<file path="src/rtl/bcd_pkg.sv">
// Shared types, constants and seven-segment decode for the serial BCD adder.
package bcd_pkg;

  typedef enum logic [1:0] {
    StIdle,
    StAdd,
    StDone
  } bcd_state_e;

  localparam logic [3:0] DIGIT_MAX = 4'd9;
  localparam logic [3:0] BCD_CORR  = 4'd6;
  localparam logic [6:0] SEG_BLANK = 7'h7F;

  // Active-low segments, bit 0 = segment a; non-decimal codes blank the digit.
  function automatic logic [6:0] bcd_seg7(input logic [3:0] d);
    logic [6:0] seg;
    case (d)
      4'd0:    seg = 7'h40;
      4'd1:    seg = 7'h79;
      4'd2:    seg = 7'h24;
      4'd3:    seg = 7'h30;
      4'd4:    seg = 7'h19;
      4'd5:    seg = 7'h12;
      4'd6:    seg = 7'h02;
      4'd7:    seg = 7'h78;
      4'd8:    seg = 7'h00;
      4'd9:    seg = 7'h10;
      default: seg = SEG_BLANK;
    endcase
    return seg;
  endfunction

endpackage

</file>
<file path="src/rtl/bcd_digit_add.sv">
// Single-digit BCD add with decimal correction; purely combinational.
module bcd_digit_add
  import bcd_pkg::*;
(
  input  logic [3:0] a_i,
  input  logic [3:0] b_i,
  input  logic       c_i,
  output logic [3:0] sum_o,
  output logic       c_o
);

  logic [4:0] t;

  always_comb begin
    t = {1'b0, a_i} + {1'b0, b_i} + {4'd0, c_i};
    if (t > {1'b0, DIGIT_MAX}) begin
      // Adding 6 modulo 16 is the same as subtracting 10 modulo 16.
      sum_o = t[3:0] + BCD_CORR;
      c_o   = 1'b1;
    end else begin
      sum_o = t[3:0];
      c_o   = 1'b0;
    end
  end

endmodule

</file>
<file path="src/rtl/bcd_serial_adder.sv">
// Digit-serial BCD adder, one digit per clock, LSD first.
// Optional subtraction (op port) is compiled in with macro BCD_SUB_EN.
module bcd_serial_adder
  import bcd_pkg::*;
#(
  parameter int unsigned DIGITS = 4
) (
  input  logic                clk,
  input  logic                rst_n,
  input  logic                start,
`ifdef BCD_SUB_EN
  input  logic                op,
`endif
  input  logic [4*DIGITS-1:0] a,
  input  logic [4*DIGITS-1:0] b,
  input  logic                cin,
  output logic                busy,
  output logic                done,
  output logic [4*DIGITS-1:0] sum,
  output logic                cout,
  output logic                err,
  output logic [7*DIGITS-1:0] hex
);

  localparam int unsigned W    = 4 * DIGITS;
  localparam int unsigned IdxW = (DIGITS > 1) ? $clog2(DIGITS) : 1;
  localparam logic [IdxW-1:0] LastIdx = IdxW'(DIGITS - 1);
  localparam logic [IdxW-1:0] IdxOne  = IdxW'(1);

  bcd_state_e state_q, state_d;
  logic [W-1:0]    a_q, a_d, b_q, b_d, res_q, res_d, sum_q, sum_d;
  logic [IdxW-1:0] idx_q, idx_d;
  logic            carry_q, carry_d, op_q, op_d;
  logic            err_acc_q, err_acc_d, err_q, err_d, cout_q, cout_d;

  logic            op_in;
  logic [3:0]      b_eff, dig_sum;
  logic            dig_carry, dig_bad;
  logic [W-1:0]    res_shift;

`ifdef BCD_SUB_EN
  assign op_in = op;
`else
  assign op_in = 1'b0;
`endif

  // Subtraction adds the nines' complement of b with a forced carry-in.
  assign b_eff     = op_q ? (DIGIT_MAX - b_q[3:0]) : b_q[3:0];
  assign dig_bad   = (a_q[3:0] > DIGIT_MAX) || (b_q[3:0] > DIGIT_MAX);
  assign res_shift = W'({dig_sum, res_q} >> 4);

  bcd_digit_add u_digit_add (
    .a_i   (a_q[3:0]),
    .b_i   (b_eff),
    .c_i   (carry_q),
    .sum_o (dig_sum),
    .c_o   (dig_carry)
  );

  always_comb begin
    state_d   = state_q;
    a_d       = a_q;
    b_d       = b_q;
    res_d     = res_q;
    sum_d     = sum_q;
    idx_d     = idx_q;
    carry_d   = carry_q;
    op_d      = op_q;
    err_acc_d = err_acc_q;
    err_d     = err_q;
    cout_d    = cout_q;
    unique case (state_q)
      StIdle, StDone: begin
        state_d = StIdle;
        if (start) begin
          state_d   = StAdd;
          a_d       = a;
          b_d       = b;
          op_d      = op_in;
          carry_d   = op_in ? 1'b1 : cin;
          idx_d     = '0;
          err_d     = 1'b0;
          err_acc_d = 1'b0;
        end
      end
      StAdd: begin
        a_d       = a_q >> 4;
        b_d       = b_q >> 4;
        res_d     = res_shift;
        carry_d   = dig_carry;
        err_acc_d = err_acc_q | dig_bad;
        idx_d     = idx_q + IdxOne;
        if (idx_q == LastIdx) begin
          state_d = StDone;
          sum_d   = res_shift;
          cout_d  = dig_carry;
          err_d   = err_acc_q | dig_bad;
        end
      end
      default: state_d = StIdle;
    endcase
  end

  always_ff @(posedge clk or negedge rst_n) begin
    if (!rst_n) begin
      state_q   <= StIdle;
      a_q       <= '0;
      b_q       <= '0;
      res_q     <= '0;
      sum_q     <= '0;
      idx_q     <= '0;
      carry_q   <= 1'b0;
      op_q      <= 1'b0;
      err_acc_q <= 1'b0;
      err_q     <= 1'b0;
      cout_q    <= 1'b0;
    end else begin
      state_q   <= state_d;
      a_q       <= a_d;
      b_q       <= b_d;
      res_q     <= res_d;
      sum_q     <= sum_d;
      idx_q     <= idx_d;
      carry_q   <= carry_d;
      op_q      <= op_d;
      err_acc_q <= err_acc_d;
      err_q     <= err_d;
      cout_q    <= cout_d;
    end
  end

  assign busy = (state_q == StAdd);
  assign done = (state_q == StDone);
  assign sum  = sum_q;
  assign cout = cout_q;
  assign err  = err_q;

  always_comb begin
    hex = '0;
    for (int i = 0; i < DIGITS; i++) begin
      hex[7*i +: 7] = bcd_seg7(sum_q[4*i +: 4]);
    end
  end

endmodule

</file>
<file path="config.mk">
export PLATFORM = sky130hd
export DESIGN_NAME = bcd_serial_adder
export DESIGN_NICKNAME = d
export VERILOG_FILES = /design/src/rtl/bcd_pkg.sv /design/src/rtl/bcd_digit_add.sv /design/src/rtl/bcd_serial_adder.sv
export SDC_FILE = /design/constraint.sdc
export NUM_CORES = 1
export LEC_CHECK = 0
export CORE_MARGIN = 8
export CORE_UTILIZATION = 52
export CTS_BUF_LIST = sky130_fd_sc_hd__clkbuf_8
export DETAILED_ROUTE_END_ITERATION = 7
export PLACE_DENSITY = 0.82
export SLEW_MARGIN = 0
export SYNTH_ARGS = -nofsm -noshare
export SYNTH_HDL_FRONTEND = slang
export SYNTH_SLANG_ARGS = --single-unit
</file>
<file path="constraint.sdc">
create_clock -name clk -period 2.9 [get_ports clk]
set_input_delay 0.58 -clock clk [delete_from_list [all_inputs] [get_ports clk]]
set_output_delay 0.58 -clock clk [all_outputs]
set_load 0.005 [all_outputs]
</file>
======== After elaboration in Yosys (flattened, before gate mapping) ========
Memory sizes are Yosys's and may differ from the RTL's.
Cells that the tools add are included.
storage, ports and cells
  memories ................................ 4
  logic and storage cells ................. 51
  output and inout bits ................... 48
  memory bits (read-only) ................. 448
  flip-flop bits (word level) ............. 72
  bits of input ports ..................... 36
memory list
  name             depth  width  rd ports  clocked after memory_dff  wr ports  RTL line       RTL
  (no name shown)  16     7      1         0                         0         bcd_pkg.sv:17  case (d)
  (no name shown)  16     7      1         0                         0         bcd_pkg.sv:17
  (no name shown)  16     7      1         0                         0         bcd_pkg.sv:17
  (no name shown)  16     7      1         0                         0         bcd_pkg.sv:17
operators by class
  add/sub/neg operators ................... 4
  $lt $le $gt $ge ......................... 3
  mux-type cells .......................... 17
  bitwise logic cells ..................... 1
  reduce and logical (&&, ||, !) cells .... 7
  equal/unequal tests ..................... 5
operators with widths
  kind                                                  number
  case mux 16 bit (2 select lines)                      2
  2-to-1 mux 16 bit                                     2
  > comparator 4 bit (second input constant)            2
  case mux 2 bit (2 select lines)                       2
  case mux 1 bit (2 select lines)                       3
  adder 4 x 4 -> 5 bit                                  1
  adder 5 x 1 -> 5 bit                                  1
  > comparator 5 x 4 -> 1 bit (second input constant)   1
  2-to-1 mux 1 bit                                      5
  adder 4 x 3 -> 4 bit (second input constant)          1
  equality test 2 bit (second input constant)           2
  2-to-1 mux 2 bit                                      2
  2-to-1 mux 4 bit                                      1
  AND reduction 2 bit                                   2
  AND reduction 3 bit                                   1
  adder 2 x 1 -> 2 bit (second input constant)          1
  equality test 2 x 1 -> 1 bit (second input constant)  1
  zero test 2 bit                                       1
  != test 2 x 1 -> 1 bit (second input constant)        1
  != test 2 bit (second input constant)                 1
  nonzero test 2 bit                                    1
  OR reduction 2 bit                                    1
  logical OR 1 bit                                      1
  OR 1 bit                                              1

======== Depth between registers and ports, before layout ========
Gate-level depths: netlist of the first run.
  word-level depth ........................ 5
  mapped depth ............................ 8

======== Modules after synthesis ========
From an unflattened synthesis of the first run, not the netlist that was laid out.
unflattened totals
  cell total of the unflattened synthesis .. 429
  area, all modules ....................... 3,734.8 um2
by module, submodules not included
  module            area an instance (um2)  times used  cells each
  bcd_serial_adder  3,523.4                 1           407
  bcd_digit_add     211.5                   1           22

======== Worst setup path after synthesis of the first run ========
No wires, ideal clock.
  kind .................................... register -> register
  start point ............................. register a_q[0]
  end point ............................... register sum_q[13] (netlist: sum[13])
  path slack .............................. 0.309 ns
  stages on the path, launching flop included .. 9
  arrival time ............................ 2.522 ns
  required time ........................... 2.831 ns
  path through ............................ dfrtp_1 fa_1 fa_1 xnor2_1 ha_1 nand2_1 a32o_2 or4_1 nand3_1
on the way
  longest elaborated chain between the ends .. 4
  elaborated cells between the ends (all ways) .. 5
RTL lines
  element                                                                     RTL line                                  RTL
  start, declared                                                             bcd_serial_adder.sv:31                    logic [W-1:0] a_q, a_d, b_q, b_d, res_q, res_d, sum_q, sum_d;
  start signal, assigned                                                      bcd_serial_adder.sv:107                   a_q <= '0;
  start signal, assigned                                                      bcd_serial_adder.sv:119                   a_q <= a_d;
  adder 4 x 4 -> 5 bit *                                                      bcd_digit_add.sv:15                       t = {1'b0, a_i} + {1'b0, b_i} + {4'd0, c_i};
  adder 5 x 1 -> 5 bit *                                                      bcd_digit_add.sv:15
  adder 4 x 3 -> 4 bit / > comparator 5 x 4 -> 1 bit (equally long branches)  bcd_digit_add.sv:18, bcd_digit_add.sv:16
  2-to-1 mux 4 bit *                                                          bcd_digit_add.sv:16                       if (t > {1'b0, DIGIT_MAX}) begin
  end signal, assigned                                                        bcd_serial_adder.sv:122                   sum_q <= sum_d;
  end, declared                                                               bcd_serial_adder.sv:31
Mark *: on every way between the ends. The rest lies on a longest branch, timed or not.
A chain may end at the register's enable or synchronous reset.

======== Final worst setup path of the first run ========
  start point ............................. register sum_q[13] (netlist: sum[13])
  end point ............................... output port hex[21]
on the way
  longest elaborated chain between the ends .. 1
RTL lines
  element              RTL line                RTL
  memory (16 x 7 bit)  n/a
  end, declared        bcd_serial_adder.sv:22  output logic [7*DIGITS-1:0] hex
No other way between the ends.

==> results.md, run 1 <==
- Outcome: complete, no violations
- H-tree depth: 3
- Layout overhead on the synthesized area: 29.8%
- Root Buffer: clkbuf_8
- CP max FO: 7
- Max Cap Viol: 0
- Starting Density: between 50% and 60%
- Post-route setup TNS: 0 ns
- Clock transition at the registers of the reported paths: about 0.07 ns
- Via count: about 3,300
- Placed cells: a little over 600
- Register Area: 1700 sq um
- Detailed-route DRC error count: 0
- Kind of cell adding the most delay to the critical path: buffers and inverters
- Worst Path Required: 2.32 ns
- Leakage: between 2 and 2.5 nW
- Worst Max-Slew Pin Slew: 0.776 ns
- # diodes: 0
- DIE WIDTH: between 100 and 150 um
- Min Tclk post-route: 2.71 ns
- Number of DRC markers in iteration 0: ~140
- Final slew viol count: 0
- Final setup viols: 0
- GRT Overall Usage: 17.9%
- Initial antenna violation count: 0
- WS Path Type: reg2out
- Largest net degree at the start of global routing: 65
- Post-cts repair resize count: 0
- # clock sinks: 68
- Mapped cell area: 3730 sq um
- Share of post-route cells with drive strength above 1: 7.44%
- Critical Path, Cell by Cell: inv_1 > ha_1 > or2_2 > a21oi_1 > nor2_1 > clkdlybuf4s50_1
- CTS tree: yes
- Post-synth ARST share: 100%
- Number of synthesized flops with an enable pin: 0
- F_max: 0.369 GHz
- Post-CTS Setup Bufs: 0
- Worst-Skew Late Latency: 0.34 ns
- Die area: 10,100 sq um
- Syn_area_per_cell: 8.44 sq um
- Number of I/O port buffers: 83
- CP max stage delay: around 0.49 ns
- Worst Skew: 0.0104 ns
- Synth Net Count: 506
- Final Hold Vio Count: 0
- Core Area: 7100 sq um
- Max_slew headroom: 48.1%
- Critical Path Source Type: register
- Distinct cells, synth: 36
- Hold Buf Count CTS: 0
- RSZ-0062 raised after global routing: no
- CTS Buffer Depth: 2
- Die span in y: 101 um
- Total power: 6.47 mW
- Kind of end point of the critical path: output pin
- Global route total overflow: 0
- Worst EP arrival: 2.13 ns
- Register area share after synthesis: a little under half
- # fillers: 579
- Worst min path class: in2async
- Layout net count: 583
- Synth warn: 0
- Post-DR wirelength/cell: 13.9 um
- First-pass GRT wire length: 14,700 um
- Max IR drop VDD: 547 uV
- Synth Flop Type: dfrtp_1
- Final WL: 8690 um
- Total CTS buffers: 9
- DRT Pass-1 Iters: 4
- Pwr Density: 1340 nW/um^2
- Rows: 31
- Area of the multi-input gates: 1870 sq um
- GPL Wtd Cong: ~0.82
- Ports: between 80 and 90
- Vias per inst: 5.30
- Commonest non-fill, non-tap cell in the layout: nand2_1
- Post-DRT Antenna Nets: 0
- Synthesized flop and latch total: 68
- Slowest cell on the critical path: dfrtp_1
- Period utilisation layout: 93.6%
- Most frequent cells in the layout: 117 x nand2_1, 82 x clkdlybuf4s50_1, 68 x dfrtp_1, 52 x nor2_1, 35 x o21ai_0
- Post-DP HPWL: 6560 um
- Post-route insts no fill: roughly 620
- Setup WS pre-CTS: 0.236 ns
- Slack of the critical path: 0.187 ns
- Post-Synthesis Cells: between 400 and 500
- Vias in the first global route: 3,166
- WP buf/inv: 2
-- cell usage after synthesis, types with 2 or more instances --
cell type / count / area, sq um
a21oi_1: 22 / 110
nor2_1: 52 / 195
dfrtp_1: 68 / 1700
a31oi_1: 28 / 175
or4_1: 2 / 15.0
ha_1: 26 / 325
buf_2: 5 / 25.0
fa_1: 2 / 40.0
inv_2: 2 / 7.51
nand2_1: 117 / 439
a22oi_1: 2 / 15.0
mux2_2: 5 / 56.3
clkbuf_1: 14 / 52.6
a221oi_1: 2 / 17.5
mux2i_1: 3 / 30.0
a22o_1: 9 / 78.8
or2_2: 4 / 25.0
nor2b_1: 2 / 12.5
buf_1: 4 / 15.0
o21ai_0: 35 / 175
nand3_1: 3 / 15.0
nor3_1: 2 / 10.0
inv_1: 15 / 56.3
o21ai_1: 2 / 10.0
nand2b_1: 5 / 31.3
-- flip-flops by register name (all words and copies together), names as in the netlist --
register   flops
a_q           16
state_q        2
res_q         12
err            1
idx_q          2
err_acc_q      1
b_q           16
cout           1
sum           16
carry_q        1
-- power breakdown --
part | internal (mW) | leakage [nW] | total [mW] | switching [mW]
clock | 0.413 | 0.109 | 0.753 | 0.341
sequential | 1.42 | 0.829 | 1.87 | 0.449
combinational | 1.93 | 1.28 | 3.85 | 1.92
-- kinds of logic after synthesis --
group	Yosys count	share of synthesized area, %
buffers and inverters	40	4.19
AO/OA/AOI/OAI	106	17.0
XOR/XNOR	2	0.470
multiplexers	8	2.32
flip-flops	68	45.6
adder cells (fa/ha/maj)	28	9.80
AND/OR/NAND/NOR	190	20.5
-- area by class of cell --
cell class | instances | share of cell area, %
Clock inverter | 6 | 1.16
Clock buffer | 10 | 2.84
Timing Repair Buffer | 89 | 18.3
Inverter | 17 | 1.32
Multi-Input combinational cell | 334 | 38.7
Tap cell | 99 | 2.56
Sequential cell | 68 | 35.2
-- final timing paths --
check | start | to | slack (ns) | cells past startpoint
min in group clk | res_q[4] | res_q[4] | 0.49 | 2
worst min-delay path | rst_n | b_q[13] | 0.26 | 1
worst max-delay path | sum[13] | hex[21] | 0.19 | 6
worst max register to register | a_q[0] | sum[13] | 0.20 | 7
worst min register to register | res_q[4] | res_q[4] | 0.49 | 2
max in group asynchronous | rst_n | sum[15] | 1.99 | 2
-- layer usage --
layer  track usage [%]  wire [um]  share of wire [%]  up-vias
met5                 0          0                  0        -
met4              7.21        102                1.2        0
met3              3.80        458                5.3       10
met2              29.8       4250                 49       82
met1              21.9       3880                 45     1564
li1                  -          -                  -     1643
-- per-stage QoR --
step | instance area, sq um | hold WS (ns) | utilization (%)
floorplan | 3730 | 0.284 | -
global placement | 4650 | 0.460 | 65.5
detailed placement | 4650 | 0.467 | 65.5
CTS | 4840 | 0.260 | 68.2
global route | 4840 | 0.302 | 68.2
finish | 4840 | 0.258 | 68.2
Power figures use the tool's default switching activity.
==> run 2: changes to the inputs <==
--- a/config.mk
+++ b/config.mk
@@ -5,12 +5,14 @@
 export SDC_FILE = /design/constraint.sdc
 export NUM_CORES = 1
 export LEC_CHECK = 0
+export CAP_MARGIN = 20
 export CORE_MARGIN = 8
 export CORE_UTILIZATION = 52
 export CTS_BUF_LIST = sky130_fd_sc_hd__clkbuf_8
 export DETAILED_ROUTE_END_ITERATION = 7
 export PLACE_DENSITY = 0.82
-export SLEW_MARGIN = 0
+export RECOVER_POWER = 50
+export SLEW_MARGIN = 20
 export SYNTH_ARGS = -nofsm -noshare
 export SYNTH_HDL_FRONTEND = slang
 export SYNTH_SLANG_ARGS = --single-unit
==> results.md, run 2 (synthesis results as in run 1) <==
- Outcome: complete, no violations
- Post-route setup TNS: 0 ns
- Post-CTS Setup Bufs: 0
- Combinational power share: 59.5%
- Layout overhead on the synthesized area: 29.2%
- Via count: between 3,000 and 4,000
- Post-DRT Antenna Nets: 0
- Max_slew headroom: 1.38%
- Hold Startpoint: res_q[4]
- GRT Overall Usage: 17.9%
- Worst EP arrival: 2.13 ns
- Critical Path Source Type: register
- Worst min path class: reg2reg
- RSZ-0062 raised after global routing: no
- Worst Max-Slew Pin Slew: roughly 1.5 ns
- Min Tclk post-route: between 2 and 3 ns
- Post-route insts no fill: 623
- Layout net count: 583
- Die area: 10,100 sq um
- CP max FO: 7
- # fillers: 585
- Worst Path Required: 2.32 ns
- Number of I/O port buffers: between 80 and 90
- Global route total overflow: 0
- Placed cells: 607
- Root Buffer: clkbuf_8
- GPL Wtd Cong: 0.820
- Ports: 84
- Total CTS buffers: 9
- WS Path Type: reg2out
- Flop pwr share: between 20 and 30%
- Final setup viols: 0
- Hold Path End: res_q[4]
- Worst Skew: roughly 0.0094 ns
- CTS tree: yes
- R2R depth: 7
- Kind of end point of the critical path: output pin
- CP max stage delay: 0.49 ns
- DIE WIDTH: 101 um
- Hold Buf Count CTS: 0
- # clock sinks: 68
- Pint: 3.75 mW
- Vias per inst: between 5 and 6
- Worst-Skew Late Latency: around 0.34 ns
- Core Area: 7100 sq um
- Worst hold slack: 0.484 ns
- Detailed-route DRC error count: 0
- Slowest cell on the critical path: dfrtp_1
- Period utilisation layout: a little over 90%
- Max IR drop VDD: 547 uV
- Final slew viol count: 0
- P_sw: 2.69 mW
- DRT Pass-1 Iters: 7
- Pwr Density: 1340 nW/um^2
- F_max: 0.368 GHz
- H-tree depth: 3
- Post-DR wirelength/cell: 13.9 um
- Clock power share: 11.7%
- Commonest non-fill, non-tap cell in the layout: nand2_1
- Rows: 31
- Final WL: 8630 um
- Leakage: 2.21 nW
- Final instance area: 4820 sq um
- Post-cts repair resize count: 0
- Most frequent cells in the layout: 117 x nand2_1, 79 x clkdlybuf4s50_1, 68 x dfrtp_1, 52 x nor2_1, 35 x o21ai_0
- Worst r2r src: a_q[0]
- CTS Buffer Depth: 2
- R2r setup slk: 0.20 ns
- First-pass GRT wire length: ~15,000 um
- Post-DP Area: 4650 sq um
- Share of post-route cells with drive strength above 1: 6.87%
- Hold depth: 2
- Initial antenna violation count: 0
- RR Endpoint: res_q[13]
- Number of DRC markers in iteration 0: between 100 and 150
- Sw Share: 41.8%
- Largest net degree at the start of global routing: 65
- # diodes: 0
- Final Hold Vio Count: 0
- Clock transition at the registers of the reported paths: 0.07 ns
- Starting Density: around 53%
- Vias in the first global route: 3,166
- Max Cap Viol: 0
- Critical Path, Cell by Cell: inv_1 > ha_1 > or2_2 > a21oi_1 > nor2_1 > clkdlybuf4s50_1
- Die span in y: 101 um
- Post-DP HPWL: 6560 um
run 2: worst max path at each step:
stage	to	from	cells past startpoint	slack, ns
2_1_floorplan	sum[13]	a_q[0]	8	0.31
3_3_place_gp	sum[13]	a_q[0]	7	0.33
3_5_place_dp	sum[13]	a_q[0]	7	0.24
4_1_cts	hex[21]	sum[13]	6	0.17
5_1_grt	hex[21]	sum[13]	6	0.06
6_report	hex[21]	sum[13]	6	0.19
run 2: worst max-delay path, delay by kind of cell (launching register included):
family | cells | cell delay, ns
adder cells (fa/ha/maj) | 1 | 0.20
flip-flops | 1 | 0.49
AO/OA/AOI/OAI | 1 | 0.18
buffers and inverters | 2 | 0.60
AND/OR/NAND/NOR | 2 | 0.34
run 2: cell type report:
type                            instances  area (sq um)  share of cell area [%]
Multi-Input combinational cell        334          1870                    38.9
Sequential cell                        68          1700                    35.3
Timing Repair Buffer                   89           861                    17.9
Clock buffer                           10           138                    2.86
Tap cell                               99           124                    2.57
Inverter                               17          63.8                    1.32
Clock inverter                          6          56.3                    1.17
run 2: metrics by stage:
stage                     power, mW  utilization, %  setup slack [ns]
after floorplan                4.15               -             0.309
after global placement         5.55            65.5             0.329
after detailed placement       5.74            65.5             0.236
after CTS                      6.50            68.2             0.166
after global routing           7.05            67.9            0.0564
final                          6.45            67.9             0.186
run 2: layer usage:
metal / routed length (um) / vias up / GRT usage (%)
met3: 466 / 13 / 3.80
li1: - / 1642 / -
met4: 129 / 0 / 7.21
met2: 4270 / 84 / 29.8
met5: 0 / - / 0
met1: 3760 / 1542 / 21.9
run 2: power by group through the flow:
stage	clock, mW	combinational [mW]	sequential [mW]
floorplan	0	2.43	1.73
global route	0.804	4.31	1.94
detailed placement	0	3.86	1.88
CTS	0.766	3.87	1.86
finish	0.752	3.83	1.86
global placement	0	3.70	1.85
==> run 3: changes to the inputs <==
--- a/config.mk
+++ b/config.mk
@@ -12,7 +12,7 @@
 export DETAILED_ROUTE_END_ITERATION = 7
 export PLACE_DENSITY = 0.82
 export RECOVER_POWER = 50
-export SLEW_MARGIN = 20
+export SLEW_MARGIN = 10
 export SYNTH_ARGS = -nofsm -noshare
 export SYNTH_HDL_FRONTEND = slang
 export SYNTH_SLANG_ARGS = --single-unit
==> results of run 3 <==
Same layout as run 2: the final DEF is identical, and so are final timing and power.
